===== src/rtl/lsb_mem_responder.sv =====
// lsb_mem_responder: serialises LSB load/store requests onto a byte-wide RAM/IO bus.
// Ports: clk, rst (sync, active-high), rdy (global enable), and the request side:
//   lsb_flag, lsb_is_write, lsb_addr, lsb_wdata, lsb_op in; lsb_rdata, mem_ok out.
//   RAM side: mem_din in; mem_dout, mem_a, mem_wr out.
//   io_buffer_full in: present only when MEMCTRL_IO_STALL_EN is defined.
// Opcodes: LB=11 LH=12 LW=13 LBU=14 LHU=15 SB=16 SH=17 SW=18; any other value moves 4 bytes.
// Loads return raw bytes (upper bytes zero); sign extension is left to the LSB.
module lsb_mem_responder #(
  parameter int          ADDR_W = 32,
  parameter logic [1:0]  IO_SEL = 2'b11
) (
  input  logic              clk,
  input  logic              rst,
  input  logic              rdy,
  input  logic              lsb_flag,
  input  logic              lsb_is_write,
  input  logic [ADDR_W-1:0] lsb_addr,
  input  logic [31:0]       lsb_wdata,
  input  logic [5:0]        lsb_op,
  output logic [31:0]       lsb_rdata,
  output logic              mem_ok,
  input  logic [7:0]        mem_din,
  output logic [7:0]        mem_dout,
  output logic [ADDR_W-1:0] mem_a,
  output logic              mem_wr
`ifdef MEMCTRL_IO_STALL_EN
  ,
  input  logic              io_buffer_full
`endif
);

  localparam logic [5:0] OP_LB  = 6'd11;
  localparam logic [5:0] OP_LH  = 6'd12;
  localparam logic [5:0] OP_LW  = 6'd13;
  localparam logic [5:0] OP_LBU = 6'd14;
  localparam logic [5:0] OP_LHU = 6'd15;
  localparam logic [5:0] OP_SB  = 6'd16;
  localparam logic [5:0] OP_SH  = 6'd17;
  localparam logic [5:0] OP_SW  = 6'd18;

  localparam logic [1:0] S_IDLE  = 2'd0;
  localparam logic [1:0] S_READ  = 2'd1;
  localparam logic [1:0] S_WRITE = 2'd2;
  localparam logic [1:0] S_DONE  = 2'd3;

  typedef struct packed {
    logic [ADDR_W-1:0] addr;
    logic [31:0]       wdata;
    logic [2:0]        size;
  } req_t;

  logic [1:0] state;
  logic [2:0] idx;
  logic [2:0] size_dec;
  logic       op_b;
  logic       op_h;
  req_t       req;

  assign op_b = (lsb_op == OP_LB) || (lsb_op == OP_LBU) ||
                (lsb_op == OP_SB);
  assign op_h = (lsb_op == OP_LH) || (lsb_op == OP_LHU) ||
                (lsb_op == OP_SH);

  always_comb begin
    size_dec = 3'd4;
    unique case (1'b1)
      op_b:    size_dec = 3'd1;
      op_h:    size_dec = 3'd2;
      default: size_dec = 3'd4;
    endcase
  end

  logic unused_ops;
  assign unused_ops = (lsb_op == OP_LW) | (lsb_op == OP_SW);

`ifdef MEMCTRL_IO_STALL_EN
  // io_gap inserts one bus-idle cycle after each byte sent to the IO region.
  logic io_gap;
  logic io_region;
  assign io_region = (req.addr[17:16] == IO_SEL);
`endif

  // READ uses idx as a step counter: steps 0..N-1 issue addresses,
  // steps 2..N+1 capture the byte requested two steps earlier,
  // since the RAM answers one cycle after it samples mem_a.
  always_ff @(posedge clk) begin
    if (rst) begin
      state     <= S_IDLE;
      idx       <= 3'd0;
      req       <= '0;
      mem_ok    <= 1'b0;
      lsb_rdata <= 32'd0;
      mem_wr    <= 1'b0;
      mem_a     <= '0;
      mem_dout  <= 8'd0;
`ifdef MEMCTRL_IO_STALL_EN
      io_gap    <= 1'b0;
`endif
    end else if (!rdy) begin
      mem_wr <= 1'b0;
    end else begin
      case (state)
        S_IDLE: begin
          mem_ok <= 1'b0;
          mem_wr <= 1'b0;
          if (lsb_flag) begin
            req.addr  <= lsb_addr;
            req.wdata <= lsb_wdata;
            req.size  <= size_dec;
            idx       <= 3'd0;
`ifdef MEMCTRL_IO_STALL_EN
            io_gap    <= 1'b0;
`endif
            if (lsb_is_write) begin
              state <= S_WRITE;
            end else begin
              state     <= S_READ;
              lsb_rdata <= 32'd0;
            end
          end
        end
        S_READ: begin
          mem_wr <= 1'b0;
          if (idx < req.size)
            mem_a <= req.addr + ADDR_W'(idx);
          if (idx >= 3'd2)
            lsb_rdata[{idx[1:0] - 2'd2, 3'b000} +: 8] <= mem_din;
          if (idx == req.size + 3'd1) begin
            state  <= S_DONE;
            mem_ok <= 1'b1;
          end else begin
            idx <= idx + 3'd1;
          end
        end
        S_WRITE: begin
          if (idx == req.size) begin
            mem_wr <= 1'b0;
            state  <= S_DONE;
            mem_ok <= 1'b1;
`ifdef MEMCTRL_IO_STALL_EN
          end else if (io_region && (io_gap || io_buffer_full)) begin
            mem_wr <= 1'b0;
            io_gap <= 1'b0;
`endif
          end else begin
            mem_a    <= req.addr + ADDR_W'(idx);
            mem_dout <= req.wdata[{idx[1:0], 3'b000} +: 8];
            mem_wr   <= 1'b1;
            idx      <= idx + 3'd1;
`ifdef MEMCTRL_IO_STALL_EN
            io_gap   <= io_region;
`endif
          end
        end
        S_DONE: begin
          // The LSB still holds lsb_flag here; it is deliberately ignored.
          mem_ok <= 1'b0;
          mem_wr <= 1'b0;
          state  <= S_IDLE;
        end
        default: begin
          mem_ok <= 1'b0;
          mem_wr <= 1'b0;
          state  <= S_IDLE;
        end
      endcase
    end
  end

endmodule


===== config.mk =====
export PLATFORM = sky130hd
export DESIGN_NAME = lsb_mem_responder
export DESIGN_NICKNAME = d
export VERILOG_FILES = /design/src/rtl/lsb_mem_responder.sv
export SDC_FILE = /design/constraint.sdc
export NUM_CORES = 1
export LEC_CHECK = 0
export CORE_MARGIN = 8
export CORE_UTILIZATION = 25
export DETAILED_ROUTE_END_ITERATION = 10
export PLACE_DENSITY = 0.55
export SYNTH_ARGS = -nofsm -noshare
export SYNTH_HDL_FRONTEND = slang
export SYNTH_SLANG_ARGS = --single-unit
export TNS_END_PERCENT = 20

===== constraint.sdc =====
create_clock -name clk -period 5.1 [get_ports clk]
set_input_delay 1.275 -clock clk [delete_from_list [all_inputs] [get_ports clk]]
set_output_delay 1.275 -clock clk [all_outputs]
set_load 0.005 [all_outputs]

# Word-level counts from Yosys, hierarchy flattened
# Index checks and enable logic that the tools add are counted.
[totals]
regBits = 146
input_bits = 83
output_inout_bits = 74
wordCells = 82
[op_classes]
n_addsub = 5
n_lt_le_gt_ge = 2
n_eq_ne = 19
shift = 3
n_mux = 23
bitwise = 2
reduce_logical = 18
[ops]
columns = ["cell", "n"]
rows = [
  ["32-bit 2-to-1 mux", 5],
  ["32-bit case mux with 2 select lines", 2],
  ["32-bit by 3-bit adder with 32-bit output", 1],
  ["32-bit bitwise mux", 1],
  ["8-bit by 7-bit variable shift with 32-bit output, first input constant", 1],
  ["32-bit by 6-bit variable part select with 8-bit output", 1],
  ["8-bit by 7-bit variable part select with 32-bit output", 1],
  ["6-bit by 4-bit == test with 1-bit output, second input constant", 4],
  ["2-bit != test, second input constant", 8],
  ["6-bit by 5-bit == test with 1-bit output, second input constant", 2],
  ["5-bit AND reduction", 2],
  ["3-bit 2-to-1 mux", 3],
  ["3-bit case mux with 3 select lines", 1],
  ["3-bit AND reduction", 3],
  ["2-bit 2-to-1 mux", 4],
  ["2-bit case mux with 4 select lines", 1],
  ["4-bit AND reduction", 2],
  ["5-bit negator with 7-bit output", 1],
  ["3-bit by 1-bit adder with 3-bit output, second input constant", 2],
  ["3-bit == test", 2],
  ["3-bit case mux with 2 select lines", 1],
  ["2-bit == test, second input constant", 2],
  ["1-bit logical OR", 4],
  ["2-bit nonzero test", 2],
  ["other kinds (12)", 16],
]

# Longest topological paths before layout
[logic_depth]
word_depth = 6
ltp_mapped = 11
mapped_depth_nobuf = 7

# Worst setup path after synthesis
# No wires, ideal clock.
[synth_path]
path_type = "input to register"
startpoint = "input lsb_op[1]"
endpoint = "register req[0] (netlist bit)"
setup_time_ns = 0.070
t_arrival_ns = 2.389
required_ns = 5.030
slack_ns = 2.641
stages = 5
path_buffers = 0
path_cell_list = "or4b_1 -> a21oi_1 -> a21oi_1 -> or3_1 -> a21oi_1"
[synth_between]
elab_chain_len = 4
[synth_lines]
columns = ["item", "line", "text"]
rows = [
  ["from (decl)", "19", "input logic [5:0] lsb_op,"],
  ["6-bit by 4-bit == test with 1-bit output (on tied branches)", "61, 59", ""],
  ["1-bit logical OR (on tied branches) (2 in a row)", "61, 59", ""],
  ["3-bit case mux with 2 select lines (*)", "66", "unique case (1'b1)"],
  ["to (decl)", "57", "req_t req;"],
]
# Mark *: on every way between the ends. The rest lies on a longest branch, timed or not.
# A chain may end at the register's enable or synchronous reset.

# Worst setup path after layout
[layout_path]
startpoint = "input rdy"
endpoint = "register mem_a[0]"
[layout_between]
elab_chain_len = 1
[layout_lines]
columns = ["item", "line", "text"]
rows = [
  ["from (decl)", "14", "input logic rdy,"],
  ["4-bit AND reduction (no source line)", "--", ""],
  ["to (signal assigned)", "125", "mem_a <= req.addr + ADDR_W'(idx);"],
  ["to (signal assigned)", "146", "mem_a <= req.addr + ADDR_W'(idx);"],
  ["to (decl)", "24", "output logic [ADDR_W-1:0] mem_a,"],
]
# No other way between the ends.

==> impl_metrics.yaml <==
sta:
  rsz0062_at_grt: "false"
  tns_ns: 0
  final.period_utilization_pct: 59.8
  setup_slack_ns: 2.05
  slew_headroom_pct: 26.8
  finalMaxSlewViolations: 0
  setup_viol: 0
  hold_violations: 0
  finalClockSkew_ns: 0.0127
  tightest_slew_ns: 1.10
  max_freq_mhz: 328
  period_needed_ns: 3.05
cells_and_area:
  synthToLayoutAreaGrowth_pct: 37.5
  antenna_cells: 0
  drive_above_1_share_pct: 6.53
  nFillCells: 2650
  nets: 992
  final_common_cell: "clkdlybuf4s50_1"
  final_cell_mix: "clkdlybuf4s50_1 (155), dfxtp_1 (146), nand2_1 (144), a21oi_1 (115), nor2_1 (47)"
synthesis:
  synth.mux.area_fraction_pct: 4.79
  synth_top_family_by_area: "simple AND/OR/NAND/NOR gates"
  async_reset_ff_share_pct: 0
  ys.flop_type: "dfxtp_1"
  yosys.area_share.simple_pct: 23.7
  yosys_warnings: 0
  synth-seq-area-share_pct: 45.1
  synth-seq-cells: 146
  synth_nets: 861
  netlist_area_mm2: 0.00648
  avgSynthCellArea_um2: 8.53
  synth_edf_count: 0
  netlist_instances: 760
  synth_compound_area_share_pct: 14.6
  synth_fa_ha_area_share_pct: 3.59
  synth-xor-area-share_pct: 4.57
  synth_cell_types: 52
placement:
  io_buffers: 156
  hpwlAfterDp_um: 13700
  gp_congestion: 0.731
  place_ws_ns: 1.62
clocking:
  clockBufferDepth: 2
  post_cts_buffers: 0
  ctsResizeCount: 0
  clkLatencyLatePin_ns: 0.42
  h-tree-depth: 4
  cts_num_sinks: 146
  cts_tree: "built"
  clkTransAtPathRegs_ns: 0.06
  root_buffer: "clkbuf_16"
  cts_buffers: 17
  hold_buffers: 0
setup_path:
  critPathLaunchType: "input pin"
  cpMaxStageDelayCell: "and4_2"
  worst-setup-path-type: "input pin to flip-flop"
  arrival_ns: 3.32
  r2r_cells: 7
  ff2ff_setup_slack_ns: 2.07
  worst-path-max-fanout: 61
  worstPathCellList: "clkdlybuf4s50_1 -> and4_2 -> mux2i_1 -> nor2_1"
  cp-end-kind: "flip-flop"
  cp_data_required_time_ns: 5.37
  slowest_delay_ns: 1.02
min_path:
  worstHoldPathType: "flip-flop to flip-flop"
  min_path_cells: 2
die:
  fp.coreArea_mm2: 0.0258
  initial_core_util_pct: 25.2
  fp-row-count: 59
  die_y_um: 177
  ios: 157
  dieArea_mm2: 0.0313
  die_w_um: 177
power:
  p_seq_share_pct: 42.6
  power.internal_mw: 2.18
  clkPwrFrac_pct: 43.1
  switchingPower_mw: 0.787
  switching_share_pct: 26.6
  comb_power_share_pct: 14.4
  leakage_nw: 3.06
  peakVddDrop_mv: 0.152
  power_mw: 2.97
  p_per_area_mw_per_mm2: 333
detailed_routing:
  ant_nets: 0
  drt_pass1_iterations: 4
  vias: 5697
  dr_wl_met2_um: 8730
  via_per_inst: 4.60
  wl_per_cell_um: 15.6
  drt_iter0_drc: 404
  dr.max_layer_used: "met4"
  drc: 0
  m1WireLength_um: 9190
  wl_um: 19300
  dr_wl_met3_um: 1140
job:
  max_cap_violations: 0
global_route:
  grt_usage_pct: 12.0
  first_global_vias: 5621
  grt_pass1_wl_um: 30200
  antenna_found_initial: 0
  grt_overflow: 0
  grt_max_degree: 80
status:
  status: "complete, no violations"
## cells in the mapped netlist (8+ instances only)
cell type | instances | area [µm²]
a211oi_1 | 19 | 143
a21oi_1 | 115 | 576
a22oi_1 | 8 | 60.1
buf_2 | 8 | 40.0
clkbuf_1 | 35 | 131
dfxtp_1 | 146 | 2920
ha_1 | 17 | 213
inv_1 | 12 | 45.0
mux2i_1 | 13 | 130
mux4_2 | 8 | 180
nand2_1 | 144 | 541
nand2b_1 | 25 | 156
nand3_1 | 39 | 195
nand4_1 | 16 | 100
nor2_1 | 47 | 176
o21ai_0 | 15 | 75.1
xnor2_1 | 12 | 105
xor2_1 | 19 | 166
## flip-flops by register name, summed over array words and instances (netlist names)
| signal | flops |
|---|---|
| idx | 3 |
| lsb_rdata | 32 |
| mem_a | 32 |
| mem_dout | 8 |
| mem_ok | 1 |
| mem_wr | 1 |
| req | 67 |
| state | 2 |
## kinds of logic after synthesis
family	count (synthesis)
XOR/XNOR	32
AND/OR/NAND/NOR	314
AO/OA/AOI/OAI	168
buffers and inverters	61
flip-flops	146
adder cells (fa/ha/maj)	18
multiplexers	21
## final timing paths
kind           start       end
max reg2reg   idx[0]  mem_a[0]
min          req[14]   req[14]
max              rdy  mem_a[0]
min reg2reg  req[14]   req[14]
## final cells by class
| cell class | count | area (µm²) | share of cell area [%] |
|---|---|---|---|
| clock buffers | 19 | 453 | 5.08 |
| clock inverters | 13 | 150 | 1.68 |
| inverters | 12 | 45.0 | 0.505 |
| multi-input cells | 553 | 3330 | 37.3 |
| flip-flops and latches | 146 | 2920 | 32.8 |
| well taps | 335 | 419 | 4.70 |
| repair buffers | 161 | 1600 | 17.9 |
## per-stage QoR
stage	cells	cell area (µm²)	util [%]	hold WS [ns]
floorplan	760	6480	-	0.433
global placement	1207	8310	32.3	0.441
detailed placement	1207	8310	32.3	0.445
CTS	1239	8910	34.6	0.453
global route	1239	8910	34.6	0.471
finish	1239	8910	34.6	0.451
## power groups by stage
stage | Combinational, mW | Sequential (mW) | Clock [mW]
floorplan | 0.235 | 1.28 | 0
global placement | 0.428 | 1.29 | 0
detailed placement | 0.431 | 1.29 | 0
CTS | 0.433 | 1.26 | 1.31
global route | 0.470 | 1.27 | 1.36
finish | 0.426 | 1.26 | 1.28
## critical path: cells and delay by family
| family | cells | cell delay, ns |
|---|---|---|
| muxes | 1 | 0.27 |
| and+or+nand+nor | 2 | 1.08 |
| buffers and inverters | 1 | 0.65 |
## routing by layer
| metal | GRT usage, % | vias up |
|---|---|---|
| met5 | 0 | - |
| met4 | 3.36 | 0 |
| met3 | 3.48 | 13 |
| met2 | 19.1 | 118 |
| met1 | 15.6 | 2679 |
| li1 | - | 2887 |
No activity file was read; power rests on OpenSTA's default activity.
